## config.mk

```make
export PLATFORM = sky130hd
export DESIGN_NAME = instr_encoder
export DESIGN_NICKNAME = d
export VERILOG_FILES = /design/src/rtl/instr_encoder.sv
export SDC_FILE = /design/constraint.sdc
export NUM_CORES = 1
export LEC_CHECK = 0
export BUFFER_PORTS_ARGS = -buffer_cell sky130_fd_sc_hd__clkbuf_2
export CAP_MARGIN = 0
export CORE_MARGIN = 2
export CORE_UTILIZATION = 49
export DETAILED_ROUTE_END_ITERATION = 6
export PLACE_DENSITY = 0.76
export REMOVE_ABC_BUFFERS = 1
export SETUP_SLACK_MARGIN = 0.2
export SYNTH_ARGS = -nofsm -noshare
export SYNTH_HDL_FRONTEND = slang
export SYNTH_SLANG_ARGS = --single-unit
```

## constraint.sdc

```tcl
create_clock -name clk -period 2.4 [get_ports clk]
set_input_delay 0.12 -clock clk [delete_from_list [all_inputs] [get_ports clk]]
set_output_delay 0.12 -clock clk [all_outputs]
set_load 0.1 [all_outputs]
```

## src/rtl/instr_encoder.sv

```systemverilog
// instr_encoder: one-hot RV32IM operation select plus fields -> 32-bit instruction word,
// queued in a small output FIFO. Define IMM_RANGE_CHECK_EN to reject out-of-range immediates.
module instr_encoder #(
  parameter int FIFO_DEPTH = 2,
  parameter int CNT_W      = 16
) (
  input  logic             clk,
  input  logic             rst_n,
  input  logic             in_valid,
  output logic             in_ready,
  input  logic [46:0]      op_sel,
  input  logic [4:0]       rd,
  input  logic [4:0]       rs1,
  input  logic [4:0]       rs2,
  input  logic [31:0]      imm,
  output logic             out_valid,
  input  logic             out_ready,
  output logic [31:0]      out_instr,
  output logic             err,
  output logic [7:0]       err_count,
  output logic [CNT_W-1:0] instr_count
);
  localparam int PTR_W = $clog2(FIFO_DEPTH);
  localparam logic [PTR_W:0] FULL = (PTR_W+1)'(FIFO_DEPTH);

  typedef enum logic [2:0] {FMT_R, FMT_I, FMT_SH, FMT_S, FMT_B, FMT_U, FMT_J, FMT_SYS} fmt_e;

  logic [5:0]  op_idx;
  logic        one_hot;
  fmt_e        fmt;
  logic [6:0]  opc;
  logic [6:0]  f7;
  logic [2:0]  f3;
  logic [31:0] word;
  logic        imm_ok;
  logic        accept, push, pop, reject;

  logic [31:0]      mem_q [FIFO_DEPTH];
  logic [PTR_W-1:0] wr_ptr_q, wr_ptr_d, rd_ptr_q, rd_ptr_d;
  logic [PTR_W:0]   cnt_q, cnt_d;
  logic [7:0]       err_cnt_q, err_cnt_d;
  logic [CNT_W-1:0] icnt_q, icnt_d;
  logic             err_q;

  always_comb begin
    op_idx = '0;
    for (int i = 0; i < 47; i++) begin
      if (op_sel[i]) op_idx = 6'(i);
    end
  end

  assign one_hot = (op_sel != '0) && ((op_sel & (op_sel - 47'd1)) == '0);

  // Format, opcode and func7 follow the contiguous groups of the op_sel bit map.
  always_comb begin
    fmt = FMT_R;
    opc = 7'b0110011;
    f7  = 7'h00;
    if (op_idx <= 6'd9) begin
      f7 = (op_idx == 6'd1 || op_idx == 6'd7) ? 7'h20 : 7'h00;
    end else if (op_idx >= 6'd14 && op_idx <= 6'd16) begin
      fmt = FMT_SH; opc = 7'b0010011;
      f7  = (op_idx == 6'd16) ? 7'h20 : 7'h00;
    end else if (op_idx <= 6'd18) begin
      fmt = FMT_I; opc = 7'b0010011;
    end else if (op_idx <= 6'd23) begin
      fmt = FMT_I; opc = 7'b0000011;
    end else if (op_idx <= 6'd26) begin
      fmt = FMT_S; opc = 7'b0100011;
    end else if (op_idx <= 6'd32) begin
      fmt = FMT_B; opc = 7'b1100011;
    end else if (op_idx == 6'd33) begin
      fmt = FMT_J; opc = 7'b1101111;
    end else if (op_idx == 6'd34) begin
      fmt = FMT_I; opc = 7'b1100111;
    end else if (op_idx == 6'd35) begin
      fmt = FMT_U; opc = 7'b0110111;
    end else if (op_idx == 6'd36) begin
      fmt = FMT_U; opc = 7'b0010111;
    end else if (op_idx <= 6'd38) begin
      fmt = FMT_SYS; opc = 7'b1110011;
    end else begin
      f7 = 7'h01;
    end
  end

  always_comb begin
    case (op_idx)
      6'd5, 6'd14, 6'd20, 6'd25, 6'd28, 6'd40:         f3 = 3'd1;
      6'd8, 6'd17, 6'd21, 6'd26, 6'd41:                f3 = 3'd2;
      6'd9, 6'd18, 6'd42:                              f3 = 3'd3;
      6'd2, 6'd11, 6'd22, 6'd29, 6'd43:                f3 = 3'd4;
      6'd6, 6'd7, 6'd15, 6'd16, 6'd23, 6'd30, 6'd44:   f3 = 3'd5;
      6'd3, 6'd12, 6'd31, 6'd45:                       f3 = 3'd6;
      6'd4, 6'd13, 6'd32, 6'd46:                       f3 = 3'd7;
      default:                                         f3 = 3'd0;
    endcase
  end

  always_comb begin
    case (fmt)
      FMT_R:   word = {f7, rs2, rs1, f3, rd, opc};
      FMT_I:   word = {imm[11:0], rs1, f3, rd, opc};
      FMT_SH:  word = {f7, imm[4:0], rs1, f3, rd, opc};
      FMT_S:   word = {imm[11:5], rs2, rs1, f3, imm[4:0], opc};
      FMT_B:   word = {imm[12], imm[10:5], rs2, rs1, f3, imm[4:1], imm[11], opc};
      FMT_U:   word = {imm[19:0], rd, opc};
      FMT_J:   word = {imm[20], imm[10:1], imm[11], imm[19:12], rd, opc};
      default: word = {11'd0, (op_idx == 6'd38), 13'd0, opc};
    endcase
  end

`ifdef IMM_RANGE_CHECK_EN
  // Upper immediate bits must be a pure sign extension of the encodable field.
  always_comb begin
    case (fmt)
      FMT_I, FMT_S: imm_ok = (imm[31:11] == '0) || (imm[31:11] == '1);
      FMT_SH:       imm_ok = (imm[31:5] == '0);
      FMT_B:        imm_ok = !imm[0] && ((imm[31:12] == '0) || (imm[31:12] == '1));
      FMT_J:        imm_ok = !imm[0] && ((imm[31:20] == '0) || (imm[31:20] == '1));
      FMT_U:        imm_ok = (imm[31:20] == '0);
      default:      imm_ok = 1'b1;
    endcase
  end
`else
  assign imm_ok = 1'b1;
`endif

  logic unused_imm;
  assign unused_imm = ^imm[31:21];

  assign accept = in_valid && in_ready;
  assign push   = accept && one_hot && imm_ok;
  assign reject = accept && !(one_hot && imm_ok);
  assign pop    = out_valid && out_ready;

  always_comb begin
    cnt_d     = cnt_q;
    wr_ptr_d  = wr_ptr_q;
    rd_ptr_d  = rd_ptr_q;
    err_cnt_d = err_cnt_q;
    icnt_d    = icnt_q;
    if (push) begin
      wr_ptr_d = wr_ptr_q + 1'b1;
      icnt_d   = icnt_q + 1'b1;
    end
    if (pop) rd_ptr_d = rd_ptr_q + 1'b1;
    case ({push, pop})
      2'b10:   cnt_d = cnt_q + 1'b1;
      2'b01:   cnt_d = cnt_q - 1'b1;
      default: cnt_d = cnt_q;
    endcase
    if (reject && err_cnt_q != 8'hFF) err_cnt_d = err_cnt_q + 1'b1;
  end

  always_ff @(posedge clk or negedge rst_n) begin
    if (!rst_n) begin
      cnt_q     <= '0;
      wr_ptr_q  <= '0;
      rd_ptr_q  <= '0;
      err_cnt_q <= '0;
      icnt_q    <= '0;
      err_q     <= 1'b0;
    end else begin
      cnt_q     <= cnt_d;
      wr_ptr_q  <= wr_ptr_d;
      rd_ptr_q  <= rd_ptr_d;
      err_cnt_q <= err_cnt_d;
      icnt_q    <= icnt_d;
      err_q     <= reject;
    end
  end

  // Storage needs no reset: the empty flag masks stale entries.
  always_ff @(posedge clk) begin
    if (push) mem_q[wr_ptr_q] <= word;
  end

  assign in_ready    = (cnt_q < FULL);
  assign out_valid   = (cnt_q != '0);
  assign out_instr   = out_valid ? mem_q[rd_ptr_q] : 32'd0;
  assign err         = err_q;
  assign err_count   = err_cnt_q;
  assign instr_count = icnt_q;
endmodule

```

# After elaboration in Yosys (flattened, before gate mapping)
# Memory sizes are Yosys's and may differ from the RTL's.
# Index checks and enable logic that the tools add are counted.
# W data, S select, Z words.
# totals
register_bits	29
in_bits	98
rom_bits	192
latchBits	0
output_inout_bits	59
mem_bits_rw	64
elab_cells	142
n_memories	2
# memory_table
memory	words	word_bits	rd	rd_ports_with_merged_regs	wr	line_no	text
(name not given)	64	3	1	0	0	88	case (op_idx)
mem_q	2	32	1	0	1	38	logic [31:0] mem_q [FIFO_DEPTH];
# op_classes
eq_ne	17
shifts	0
n_div	0
n_bitwise	1
addsub	7
mul	0
muxes	86
reduce_logical	14
n_lt_le_gt_ge	9
# op_table
op	n
$mux W6	46
$pmux W32 S7	1
$mux W7	11
$and A47 B47 Y47	1
$logic_not A47 Y1	1
$reduce_bool A47 Y1	1
$sub A47 B1 Y47 const B	1
$mux W3	12
$mux W32	1
$eq A6 B6 Y1 const B	5
$le A6 B5 Y1 const B	4
$add A16 B1 Y16 const B	1
$le A6 B6 Y1 const B	2
$mux W1	12
$eq A3 B3 Y1 const B	3
$add A8 B1 Y8 const B	1
$ne A8 B8 Y1 const B	1
$logic_and A1 B1 Y1	7
$eq A3 B2 Y1 const B	2
$eq A6 B1 Y1 const B	1
$eq A6 B3 Y1 const B	1
$eq A6 B5 Y1 const B	1
$ge A6 B4 Y1 const B	1
$le A6 B4 Y1 const B	1
13 further kinds	16

# Logic depth before layout (Yosys ltp)
# Gate-level depths: netlist of the first run.
# depth
depth_word	60
mapped_depth	18
ltp_nobuf	15

# Least setup slack after synthesis of the first run
# No wires, ideal clock.
# synth_path
path_kind	input to register
from	input op_sel[29]
to	memory mem_q[0][10], enable pin
t_arrival_ps	3592
n_path_buf	2
cell_stages	11
setup_time_ps	417
setup_slack_ps	-1609
required_ps	1983
cell_sequence	clkbuf_1 > nor4_4 > and4_1 > buf_4 > nand3_2 > a21o_1 > a2111oi_0 > and4_1 > nand4_1 > nand3b_4 > nor2_1
# synth_via
elab_chain_len	7
word_cells_on_any_way	8
cone_classes	1 x add/sub; 2 x mux; 1 x bitwise; 4 x reduce/logical
# synth_lines
element	line_no	text
from (decl)	11	input logic [46:0] op_sel,
$sub A47 B1 Y47	52	assign one_hot = (op_sel != '0) && ((op_sel & (op_sel - 47'd1)) == '0);
$and A47 B47 Y47	52	
$logic_not A47 Y1	52	
$logic_and A1 B1 Y1 (*)	52	
$logic_and A1 B1 Y1 (*)	133	assign push = accept && one_hot && imm_ok;
$mux W1 (*)	176	if (push) mem_q[wr_ptr_q] <= word;
$mux W1 (implied by the code) (*)	176	
to (decl)	38	
# Mark *: on every way between the ends. The rest lies on a longest branch, timed or not.

# Final worst setup path of the first run
# layout_path
from	input op_sel[22]
to	memory mem_q[1][21] (data pin)
# layout_via
elab_chain_len	39
word_cells_on_any_way	57
cone_classes	8 x order compare; 10 x eq/ne; 37 x mux; 2 x reduce/logical
# layout_lines
element	line_no	text
$mux W6 (*) (25 in a row)	48	if (op_sel[i]) op_idx = 6'(i);
$le A6 B6 Y1	80	end else if (op_idx <= 6'd38) begin
$mux W3	80	
$mux W3	78	end else if (op_idx == 6'd36) begin
$mux W3	76	end else if (op_idx == 6'd35) begin
$mux W3	74	end else if (op_idx == 6'd34) begin
$mux W3	72	end else if (op_idx == 6'd33) begin
$mux W3	70	end else if (op_idx <= 6'd32) begin
$mux W3	68	end else if (op_idx <= 6'd26) begin
$mux W3	66	end else if (op_idx <= 6'd23) begin
$mux W3	64	end else if (op_idx <= 6'd18) begin
$mux W3	61	end else if (op_idx >= 6'd14 && op_idx <= 6'd16) begin
$mux W3 (*)	59	if (op_idx <= 6'd9) begin
$eq A3 B3 Y1 (tied with other cells)	101	case (fmt)
$pmux W32 S7 (*)	101	
named net word[21]	34	logic [31:0] word;
# Mark *: on every way through the listed nets, which the timed path passes. The rest lies on a longest branch.

==> implementation parameters, run 1 <==
Parameter                              Value

Status
  Run status ... finished with violations
  Failing checks ... DRC, setup timing

Logic synthesis
  Synth cell types ... 81
  Number of synthesized register bits ... 89
  Cell count after synthesis ... 631
  Area of the mapped netlist ... 6010 sq um
  Seq/Total Area, Yosys ... 42.0%
  Share of async-settable or async-resettable flops after synthesis ... 32.6%
  Average cell area after synthesis ... 9.53 sq um
  Post-synth EDFFs ... 60
  Post-synth top flop ... sky130_fd_sc_hd__edfxtp_1
  Number of warnings issued by yosys ... 0

Worst setup path
  CP max-delay cell ... sky130_fd_sc_hd__o21ai_0
  Required time of the critical path ... 2.48 ns
  Most common cell on crit path ... sky130_fd_sc_hd__buf_6
  Source of the worst register-to-register timing path ... err_count[0]$_DFFE_PN0P_
  R2r worst-path depth ... 8
  Crit start category ... input pin
  Delay of the slowest cell on the worst path ... around 0.48 ns
  Critical path class ... input pin to flip-flop
  Crit-path cells ... buf_6 -> or3_4 -> o221a_1 -> nor3_2 -> a21oi_2 -> or2_4 -> ha_4 -> buf_6 -> o21ai_0 -> a311oi_2 -> buf_4 -> a21oi_4 -> buf_6 -> nor2b_2 -> a221o_1
  Category of the worst setup path capture point ... flip-flop
  Crit path launch ... op_sel[22]
  Critical path fanouts, max ... 5
  WP data arrival ... 3.30 ns

Detailed routing
  Number of iterations in the first detailed-routing pass ... 7
  Vias ... 7038
  DR WL/cell ... about 21 microns
  Initial DRC Count ... 637
  Vias per std cell ... 6.20
  Remaining design rule violation count ... 2
  Final Routed Wirelength ... 23400 microns
  Number of antenna-violating nets in the routed design ... 0

Min path
  Hold Path Depth ... 2
  Class of the tightest hold or removal check ... input pin to flip-flop
  Startpoint of the worst hold path ... imm[6]

Clock network
  H-tree levels ... 3
  Clk buf depth ... 2
  CTS tree ... done
  Clock buffer count from CTS ... 9
  Clock sink count ... 89
  Clk root buf ... sky130_fd_sc_hd__clkbuf_16
  Clock-pin slew of the registers on the worst-case setup and hold paths ... 0.07 ns
  Latest clock arrival within the worst-skew pair ... 0.35 ns

Cells and area
  Post-route core utilization ... 79.9%
  Fraction of final layout cells with drive strength greater than 1 ... 50.0%
  Area occupied by multi-input gates ... 3820 sq um
  Antenna diode count ... 0
  Layout overhead on the synthesized area ... 59.8%
  Number of filler instances in the final layout ... 705
  Final Cell Area ... 9600 sq um
  Number of nets in the final layout ... 1090
  Sequential cell area ... 2530 sq um

Floorplan
  DIE WIDTH ... between 100 and 150 microns
  Full die area ... 13200 sq um
  Core footprint ... 12000 sq um
  Total number of placement rows ... 40
  I/O pin total ... 157
  Chip height ... 115 microns
  Initial Util ... 50.0%

Timing
  Fmax ... roughly 0.31 GHz
  Crit share post-route ... 134%
  RSZ-0062 raised after global routing ... yes
  Number of hold violations in the final report ... 0
  Actual slew at the worst max-slew pin ... 0.719 ns
  Fin. max-slew vios ... 0
  Setup ws final ... -0.821 ns
  Min cycle time layout ... 3.22 ns
  Clock skew after layout ... ~0.010 ns
  Total setup violations reported at the end of the flow ... 140
  Max transition margin ... a little over half

Place
  Placed instance area ... 8210 sq um
  Dpl hpwl ... 15200 microns
  Post-place setup slack ... -1.24 ns
  Port Buffer Count ... 145
  Gpl congestion ... slightly above 0.9

Power
  VDD IR max ... between 0.5 and 0.6 mV
  Pwr/cell area ... approximately 750 nW/um^2
  Leakage power total ... about 4.2 nW

Global route
  Initial antenna violation count ... 0
  First-pass GRT wire length ... 33600 microns
  Residual overflow from global routing ... 0
  Maximum number of pins on one net before global-route repair ... 33
  Via count of the first global-routing pass ... about 6900
  Overall global routing resource usage ... 32.4%

Run
  Max-capacitance violation count ... 0
-- routing by layer --
layer  GRT usage (%)  up-vias  part of all wire (%)
met5               0        -                     0
met3            4.53      122                   7.4
met2            59.7      469                    52
met1            35.6     3315                    35
met4            18.6        0                   5.8
li1                -     3132                     -
-- power breakdown --
group | switching [W] | internal [W]
combinational | 0.00315 | 0.000826
clock | 0.000587 | 0.000689
sequential | 0.000224 | 0.00172
total | 0.00396 | 0.00324
-- synth_stat cells, types with 3 or more instances --
cell type / number / area share, %
sky130_fd_sc_hd__mux2i_1: 33 / 5.5
sky130_fd_sc_hd__a21o_1: 3 / 0.37
sky130_fd_sc_hd__and2_1: 9 / 0.94
sky130_fd_sc_hd__buf_2: 5 / 0.42
sky130_fd_sc_hd__o22ai_1: 4 / 0.42
sky130_fd_sc_hd__dfrtp_1: 29 / 12
sky130_fd_sc_hd__nand4_1: 15 / 1.6
sky130_fd_sc_hd__o21bai_1: 3 / 0.37
sky130_fd_sc_hd__nor2b_1: 8 / 0.83
sky130_fd_sc_hd__edfxtp_1: 60 / 30
sky130_fd_sc_hd__or2_2: 3 / 0.31
sky130_fd_sc_hd__nor2_1: 88 / 5.5
sky130_fd_sc_hd__o21ai_0: 31 / 2.6
sky130_fd_sc_hd__a22oi_1: 11 / 1.4
sky130_fd_sc_hd__o21ai_1: 11 / 0.92
sky130_fd_sc_hd__nor4_1: 14 / 1.5
sky130_fd_sc_hd__o21ai_2: 3 / 0.44
sky130_fd_sc_hd__nor3_1: 15 / 1.2
sky130_fd_sc_hd__nand2_1: 39 / 2.4
sky130_fd_sc_hd__nand3_1: 22 / 1.8
sky130_fd_sc_hd__o31ai_1: 13 / 1.6
sky130_fd_sc_hd__or4_1: 6 / 0.75
sky130_fd_sc_hd__ha_1: 9 / 1.9
sky130_fd_sc_hd__o41ai_1: 7 / 1.0
sky130_fd_sc_hd__buf_4: 4 / 0.50
sky130_fd_sc_hd__a211oi_1: 8 / 1.0
sky130_fd_sc_hd__inv_1: 25 / 1.6
sky130_fd_sc_hd__xnor2_1: 24 / 3.5
sky130_fd_sc_hd__a31oi_1: 9 / 0.94
sky130_fd_sc_hd__clkbuf_1: 15 / 0.94
sky130_fd_sc_hd__a22o_1: 9 / 1.3
sky130_fd_sc_hd__and3_1: 8 / 0.83
sky130_fd_sc_hd__a21oi_1: 13 / 1.1
sky130_fd_sc_hd__buf_6: 3 / 0.56
sky130_fd_sc_hd__a221o_1: 9 / 1.5
-- flip-flops by register name (all words and copies together) (netlist names) --
signal,count
cnt_q,2
instr_count,16
wr_ptr_q,1
rd_ptr_q,1
err_count,8
err,1
mem_q,60
-- layout make-up --
cell class,instances,share of cell area (%)
clock buffer,9,2.35
clock inverter,7,0.378
inverter,26,1.07
multi-input combinational,487,39.8
sequential,89,26.4
tap,147,1.92
timing repair buffer,370,28.1
-- path summary, 6_finish.rpt --
check / slack [ns] / to
setup reg to reg: 0.56 / err_count[3]$_DFFE_PN0P_
max in group asynchronous: 1.51 / rd_ptr_q$_DFFE_PN0P_
hold / removal: 0.11 / mem_q[1][26]$_DFFE_PP_
hold reg to reg: 0.48 / instr_count[15]$_DFFE_PN0P_
setup / recovery: -0.82 / mem_q[1][21]$_DFFE_PP_
min in group asynchronous: 0.36 / instr_count[8]$_DFFE_PN0P_
-- cell families after synthesis --
logic type,after synthesis,synth area share (%)
AND/OR/NAND/NOR,248,21.4
multiplexers,35,5.87
flip-flops,89,42.0
adder cells (fa/ha/maj),9,1.87
AO/OA/AOI/OAI,169,20.9
buffers and inverters,55,4.16
XOR/XNOR,26,3.79
-- critical path: cells and delay by family --
kind | cells | cell delay (ns)
AND/OR/NAND/NOR | 4 | 0.94
buffers and inverters | 4 | 0.52
adder cells (fa/ha/maj) | 1 | 0.17
AO/OA/AOI/OAI | 6 | 1.53
-- stage by stage --
step / cells / setup TNS, ns / hold WS (ns) / total power (W)
6_report: 1135 / -82.79 / 0.107 / 0.00720
3_5_place_dp: 1080 / -136.72 / 0.209 / 0.00578
2_1_floorplan: 602 / -171.99 / -0.176 / 0.00496
4_1_cts: 1124 / -65.82 / 0.108 / 0.00707
3_3_place_gp: 1080 / -129.26 / 0.187 / 0.00573
5_1_grt: 1135 / -95.02 / 0.113 / 0.00740
-- placed cells by master, fill, tap and decap left out, types with 6 or more instances in the layout --
cell and instances:
sky130_fd_sc_hd__buf_4 189, sky130_fd_sc_hd__clkbuf_2 137, sky130_fd_sc_hd__nor2_1 72, sky130_fd_sc_hd__edfxtp_1 60, sky130_fd_sc_hd__nand2_1 35, sky130_fd_sc_hd__mux2i_1 33
sky130_fd_sc_hd__buf_6 30, sky130_fd_sc_hd__dfrtp_1 28, sky130_fd_sc_hd__inv_1 24, sky130_fd_sc_hd__xnor2_1 23, sky130_fd_sc_hd__o21ai_0 21, sky130_fd_sc_hd__nand3_1 20
sky130_fd_sc_hd__nand4_1 15, sky130_fd_sc_hd__nor2_2 11, sky130_fd_sc_hd__o21ai_1 11, sky130_fd_sc_hd__nor3_1 10, sky130_fd_sc_hd__a22oi_1 10, sky130_fd_sc_hd__clkbuf_16 10
sky130_fd_sc_hd__o21ai_2 9, sky130_fd_sc_hd__a22o_1 9, sky130_fd_sc_hd__a21oi_1 8, sky130_fd_sc_hd__o31ai_1 8, sky130_fd_sc_hd__and3_1 8, sky130_fd_sc_hd__nor4_1 8
sky130_fd_sc_hd__a221o_1 8, sky130_fd_sc_hd__nor2b_1 7, sky130_fd_sc_hd__and2_1 7, sky130_fd_sc_hd__nor2_4 7, sky130_fd_sc_hd__a21oi_2 6, sky130_fd_sc_hd__nor4_4 6
-- timing repair --
action                                 4_1_cts  5_1_grt
hold buffers                                 1        0
pin swaps                                   29       48
setup endpoints to repair                  175      146
buffers inserted                            24        9
resized for setup                           89       86
endpoints found under the hold margin       29        0
gates cloned                                 3        2
Power figures use the tool's default switching activity.
==> run 2, diff against run 1 <==
- CORE_UTILIZATION: 49 -> 50
- PLACE_DENSITY: 0.76 -> 0.74
- clock period: 2.4 -> 3.3 ns (I/O delays scaled with it)
==> run 2 against run 1 <==
  * The flow now finishes without violations
  * Non-clock buffer count down 41
  * Die area down 1.9%
  * First-iteration DRC count down 18%
  * Sequential cell count unchanged
  * Clock power down 18%
  * Utilization down 3.0 points
  * Final cell count down 3.6%
  * Sequential power down 28%
  * Design area down 4.9%
  * Critical path type unchanged
  * Largest power group unchanged
  * Largest cell class unchanged
  * Register-to-register slack better by 0.93 ns
==> implementation parameters, run 2 (synthesis gave the netlist of run 1 again) <==
Parameter                              Value

Status
  Run status ... complete, no violations

Worst setup path
  Critical path fanouts, max ... 6
  WP data arrival ... between 3 and 4 ns
  R2r worst-path depth ... 8
  Category of the worst setup path capture point ... flip-flop
  Crit start category ... input pin
  Source of the worst register-to-register timing path ... err_count[0]$_DFFE_PN0P_
  Worst reg-to-reg setup slack ... 1.49 ns
  Critical path class ... input pin to flip-flop
  Critical register-to-register path endpoint ... err_count[7]$_DFFE_PN0P_
  Required time of the critical path ... 3.50 ns

Timing
  Max transition margin ... between 30 and 40%
  RSZ-0062 raised after global routing ... yes
  Fmax ... 0.307 GHz
  Min cycle time layout ... around 3.3 ns
  Total setup violations reported at the end of the flow ... 0
  Clock skew after layout ... roughly 0.0095 ns
  Setup tns final ... 0 ns
  Fin. max-slew vios ... 0
  Crit share post-route ... 98.7%
  Number of hold violations in the final report ... 0
  Actual slew at the worst max-slew pin ... 0.945 ns

Cells and area
  Number of nets in the final layout ... 1049
  Most frequent standard cell in the layout excluding fill and tap cells ... sky130_fd_sc_hd__buf_4
  Antenna diode count ... 0
  Largest register by flop count ... mem_q
  Fraction of final layout cells with drive strength greater than 1 ... between 40 and 50%
  Layout overhead on the synthesized area ... 51.9%
  Number of cells in the finished layout apart from fillers ... around 1100
  Flip-flop count of the largest register after layout ... 60
  Post-route core utilization ... 77.0%
  Sequential cell area ... about 2500 sq um
  Commonest cells after routing, fill and taps aside ... sky130_fd_sc_hd__buf_4 (168), sky130_fd_sc_hd__clkbuf_2 (138), sky130_fd_sc_hd__nor2_1 (77)
  Final Cell Area ... 9130 sq um
  Number of filler instances in the final layout ... 802
  Area occupied by multi-input gates ... 3750 sq um

Min path
  Startpoint of the worst hold path ... rd[3]
  Hold Path Depth ... 2
  Class of the tightest hold or removal check ... input pin to flip-flop
  Terminating pin of the worst hold path ... mem_q[1][10]$_DFFE_PP_

Power
  Clock share of power ... 19.7%
  Internal power ... ~0.0025 W
  Leakage power total ... 3.99 nW
  Switching Share ... 53.8%
  VDD IR max ... around 0.40 mV
  Pwr/cell area ... between 500 and 600 nW/um^2
  Part of the power in combinational logic ... between 50% and 60%
  Net switching power ... about 0.0029 W
  Sum of internal, switching and leakage power ... 0.00533 W
  Part of the power in registers ... 26.5%

Floorplan
  Chip height ... 114 microns
  DIE WIDTH ... 114 microns
  Total number of placement rows ... 40
  Initial Util ... between 50% and 60%
  Full die area ... 12900 sq um
  I/O pin total ... 157
  Core footprint ... 11900 sq um

Detailed routing
  Vias per std cell ... 6.08
  DR WL/cell ... 19.5 microns
  Remaining design rule violation count ... 0
  Initial DRC Count ... 523
  Vias ... 6656
  Number of iterations in the first detailed-routing pass ... 5
  Final Routed Wirelength ... 21300 microns
  Number of antenna-violating nets in the routed design ... 0

Clock network
  H-tree levels ... 3
  Clk buf depth ... 2
  Clock-pin slew of the registers on the worst-case setup and hold paths ... 0.07 ns
  CTS tree ... done
  Clock sink count ... around 90
  Clk root buf ... sky130_fd_sc_hd__clkbuf_16
  Latest clock arrival within the worst-skew pair ... 0.34 ns
  Clock buffer count from CTS ... 9

Place
  Placed instance area ... 8090 sq um
  Port Buffer Count ... 145
  Placed Instances ... 1064
  Dpl hpwl ... 15400 microns
  Gpl congestion ... 0.932

Global route
  Overall global routing resource usage ... approximately 30%
  Initial antenna violation count ... 0
  Maximum number of pins on one net before global-route repair ... 33
  First-pass GRT wire length ... 31000 microns
  Residual overflow from global routing ... 0
  Via count of the first global-routing pass ... between 6000 and 7000

Run
  Max-capacitance violation count ... 0
-- run 2: how the worst max path moves through the flow --
stage / startpoint / end / slack (ns) / cells after the start
3_3_place_gp: op_sel[24] / mem_q[0][23]$_DFFE_PP_ / -0.49 / 14
2_1_floorplan: op_sel[24] / mem_q[0][10]$_DFFE_PP_ / -0.71 / 9
5_1_grt: op_sel[19] / mem_q[1][23]$_DFFE_PP_ / -0.06 / 17
4_1_cts: op_sel[16] / mem_q[1][24]$_DFFE_PP_ / 0.15 / 16
3_5_place_dp: op_sel[24] / mem_q[1][24]$_DFFE_PP_ / -0.55 / 14
6_report: op_sel[19] / mem_q[0][28]$_DFFE_PP_ / 0.04 / 19
-- run 2: power groups by stage --
stage | Sequential (W) | Clock, W | Combinational (W)
2_1_floorplan | 0.00166 | 0 | 0.00194
3_3_place_gp | 0.00142 | 0 | 0.00274
3_5_place_dp | 0.00143 | 0 | 0.00277
4_1_cts | 0.00141 | 0.00104 | 0.00279
5_1_grt | 0.00142 | 0.00109 | 0.00296
6_report | 0.00141 | 0.00105 | 0.00287
-- run 2: layout make-up --
cell class                 count  share of cell area [%]
multi-input combinational    487                    41.0
sequential                    89                    27.7
timing repair buffer         329                    24.8
clock buffer                  12                    3.07
tap                          147                    2.01
inverter                      26                    1.10
clock inverter                 4                   0.329
-- run 2: critical path, stage by stage --
cell and delay, ns:
sky130_fd_sc_hd__clkbuf_2 0.13, sky130_fd_sc_hd__buf_4 0.16, sky130_fd_sc_hd__nor3_2 0.20, sky130_fd_sc_hd__o2111a_1 0.24, sky130_fd_sc_hd__o21ai_1 0.12, sky130_fd_sc_hd__a21oi_2 0.18, sky130_fd_sc_hd__or2_4 0.19, sky130_fd_sc_hd__ha_4 0.16
sky130_fd_sc_hd__nor2_4 0.04, sky130_fd_sc_hd__nor2_2 0.11, sky130_fd_sc_hd__a211oi_2 0.06, sky130_fd_sc_hd__or3b_1 0.38, sky130_fd_sc_hd__a221o_2 0.49, sky130_fd_sc_hd__buf_4 0.18, sky130_fd_sc_hd__buf_6 0.11, sky130_fd_sc_hd__nor2_4 0.11
sky130_fd_sc_hd__a21o_4 0.14, sky130_fd_sc_hd__buf_4 0.12, sky130_fd_sc_hd__a22o_1 0.16
-- run 2: stage by stage --
step | setup WS (ns) | hold slack [ns]
floorplan | -0.710 | -0.131
global placement | -0.489 | 0.230
detailed placement | -0.549 | 0.239
CTS | 0.152 | 0.156
global route | -0.0565 | 0.172
finish | 0.0437 | 0.157
-- run 2: layer usage --
layer	track usage, %	share of wire, %
met1	34.1	37
met2	55.7	53
met3	3.99	5.6
met4	13.3	4.4
met5	0	0
-- run 2: timing repair --
action                                  4_1_cts  5_1_grt
resized for setup                            32       97
endpoints found under the setup margin       59      132
setup buffers                                 2       10
gates cloned                                  0        1
pin swaps                                    14       35
hold buffers                                  1        0
endpoints found under the hold margin        29        0
==> run 3, diff against run 2 <==
- CELL_PAD_IN_SITES_DETAIL_PLACEMENT: not set -> 1
- CELL_PAD_IN_SITES_GLOBAL_PLACEMENT: not set -> 2
- CORE_UTILIZATION: 50 -> 32
- PLACE_DENSITY: 0.74 -> 0.78
==> run 3 against run 2 <==
  * Clock skew down 0.0031 ns
  * Final cell count up 8.9%
  * Clock-buffer cell count down 3
  * Utilization down 26 points
  * Sequential share of layout area down 0.85 points
  * Global-route usage down 7.6 points
  * Setup slack better by 0.012 ns
  * Sequential cell count unchanged
  * Combinational power about the same
  * Design area up 3.2%
  * Wire length up 12%
  * Sequential power about the same
==> implementation parameters, run 3 (synthesis gave the netlist of run 1 again) <==
Parameter                              Value

Status
  Run status ... complete, no violations

Global route
  Initial antenna violation count ... 0
  First-pass GRT wire length ... 35600 microns
  Via count of the first global-routing pass ... 6837
  Maximum number of pins on one net before global-route repair ... 32
  Overall global routing resource usage ... 22.3%
  Global-route met3 utilization ... approximately 2.6%
  Met2 usage in global routing ... between 40% and 50%
  Residual overflow from global routing ... 0
  Most Used Layer, Global Route ... met2
  Met1 capacity usage during global routing ... between 20% and 30%

Detailed routing
  Vias per std cell ... 5.49
  Number of iterations in the first detailed-routing pass ... 5
  DR WL/cell ... 20.1 microns
  Vias ... 6533
  Final Routed Wirelength ... 23900 microns
  Number of antenna-violating nets in the routed design ... 0
  Initial DRC Count ... 294
  Remaining design rule violation count ... 0

Timing
  Setup tns final ... 0 ns
  Crit share post-route ... a little over nine tenths
  RSZ-0062 raised after global routing ... yes
  Max transition margin ... roughly 32%
  Fin. max-slew vios ... 0
  Number of hold violations in the final report ... 0
  Min cycle time layout ... 3.24 ns
  Fmax ... 0.308 GHz
  Clock skew after layout ... 0.00642 ns
  Total setup violations reported at the end of the flow ... 0
  Actual slew at the worst max-slew pin ... 1.00 ns
  Setup ws final ... 0.0553 ns

Min path
  Class of the tightest hold or removal check ... input pin to flip-flop

Cells and area
  Largest register by flop count ... mem_q
  Final Cell Area ... 9420 sq um
  Antenna diode count ... 0
  Commonest cells after routing, fill and taps aside ... sky130_fd_sc_hd__buf_4 (180), sky130_fd_sc_hd__clkbuf_2 (138), sky130_fd_sc_hd__nor2_1 (76)
  Most frequent standard cell in the layout excluding fill and tap cells ... sky130_fd_sc_hd__buf_4
  Area occupied by multi-input gates ... around 3800 sq um
  Fraction of final layout cells with drive strength greater than 1 ... 48.6%
  Layout overhead on the synthesized area ... 56.7%
  Number of nets in the final layout ... 1059
  Sequential cell area ... 2530 sq um
  Flip-flop count of the largest register after layout ... 60
  Number of filler instances in the final layout ... ~2200

Place
  Port Buffer Count ... 145
  Gpl congestion ... 0.985
  Placed instance area ... 8190 sq um
  Dpl hpwl ... 17900 microns
  Post-place setup slack ... -0.633 ns

Run
  Max-capacitance violation count ... 0

Power
  Sum of internal, switching and leakage power ... 0.00541 W
  Leakage power total ... around 4.1 nW
  Pwr/cell area ... 574 nW/um^2
  VDD IR max ... ~0.35 mV

Worst setup path
  Required time of the critical path ... approximately 3.4 ns
  WP data arrival ... 3.33 ns
  Critical path fanouts, max ... 5
  Category of the worst setup path capture point ... flip-flop
  Critical path class ... input pin to flip-flop
  Crit start category ... input pin

Floorplan
  Chip height ... 141 microns
  Core footprint ... 18600 sq um
  Total number of placement rows ... 50
  Initial Util ... 32.4%
  Full die area ... 19900 sq um
  I/O pin total ... 157
  DIE WIDTH ... approximately 140 microns

Clock network
  Latest clock arrival within the worst-skew pair ... 0.34 ns
  H-tree levels ... 3
  Clk root buf ... sky130_fd_sc_hd__clkbuf_16
  Clock-pin slew of the registers on the worst-case setup and hold paths ... 0.06 ns
  Clk buf depth ... 2
  Clock buffer count from CTS ... 9
  Clock sink count ... 89
  CTS tree ... done
## run 3: area by class of cell
| type | count | area share (%) |
|---|---|---|
| inverters | 26 | 1.06 |
| clock inverters | 7 | 1.05 |
| clock buffers | 9 | 2.39 |
| well taps | 234 | 3.11 |
| repair buffers | 339 | 24.8 |
| multi-input cells | 487 | 40.7 |
| flip-flops and latches | 89 | 26.9 |
## run 3: worst max-delay path: stages
cell,delay (ns)
sky130_fd_sc_hd__buf_8,0.11
sky130_fd_sc_hd__o31a_1,0.30
sky130_fd_sc_hd__o311ai_2,0.29
sky130_fd_sc_hd__o21ai_2,0.13
sky130_fd_sc_hd__a31oi_4,0.31
sky130_fd_sc_hd__buf_6,0.15
sky130_fd_sc_hd__inv_2,0.06
sky130_fd_sc_hd__ha_1,0.24
sky130_fd_sc_hd__o31ai_2,0.26
sky130_fd_sc_hd__o21ai_1,0.12
sky130_fd_sc_hd__o31ai_1,0.10
sky130_fd_sc_hd__buf_4,0.21
sky130_fd_sc_hd__a311oi_4,0.13
sky130_fd_sc_hd__a21oi_4,0.24
sky130_fd_sc_hd__buf_6,0.13
sky130_fd_sc_hd__o21ai_2,0.06
sky130_fd_sc_hd__o31a_1,0.31
## run 3: per-layer routing
| metal | routed length (microns) | vias up |
|---|---|---|
| met2 | 12400 | 186 |
| met1 | 10000 | 3233 |
| met5 | 0 | - |
| li1 | - | 3063 |
| met3 | 734 | 51 |
| met4 | 772 | 0 |
## run 3: worst paths after layout
check	to	slack, ns	cells after the start	from
worst max-delay path	mem_q[1][20]$_DFFE_PP_	0.06	17	op_sel[19]
worst min-delay path	mem_q[1][19]$_DFFE_PP_	0.17	3	imm[7]
worst max register to register	err_count[7]$_DFFE_PN0P_	1.41	8	err_count[0]$_DFFE_PN0P_
worst min register to register	instr_count[15]$_DFFE_PN0P_	0.48	1	instr_count[15]$_DFFE_PN0P_
max in group asynchronous	rd_ptr_q$_DFFE_PN0P_	2.39	2	rst_n
min in group asynchronous	instr_count[13]$_DFFE_PN0P_	0.40	2	rst_n
## run 3: power by group
| group | internal [W] | total (W) | leakage [nW] | switching, W |
|---|---|---|---|---|
| Sequential | 0.00125 | 0.00141 | 0.948 | 0.000158 |
| Combinational | 0.000603 | 0.00289 | 2.98 | 0.00229 |
| Clock | 0.000670 | 0.00111 | 0.158 | 0.000441 |
## run 3: per-stage QoR
| stage | hold WS, ns | std cells | util, % |
|---|---|---|---|
| finish | 0.167 | 1191 | 50.7 |
| global route | 0.166 | 1191 | 50.7 |
| detailed placement | 0.255 | 1150 | 44.1 |
| floorplan | -0.131 | 602 | - |
| CTS | 0.157 | 1173 | 47.4 |
| global placement | 0.237 | 1150 | 44.1 |
## run 3: what timing repair did
action,in CTS,in global routing
pin swaps,23,42
gates cloned,0,2
resized for setup,53,100
hold buffers,1,0
buffers inserted,6,16
endpoints found under the hold margin,29,0
endpoints found under the setup margin,134,133
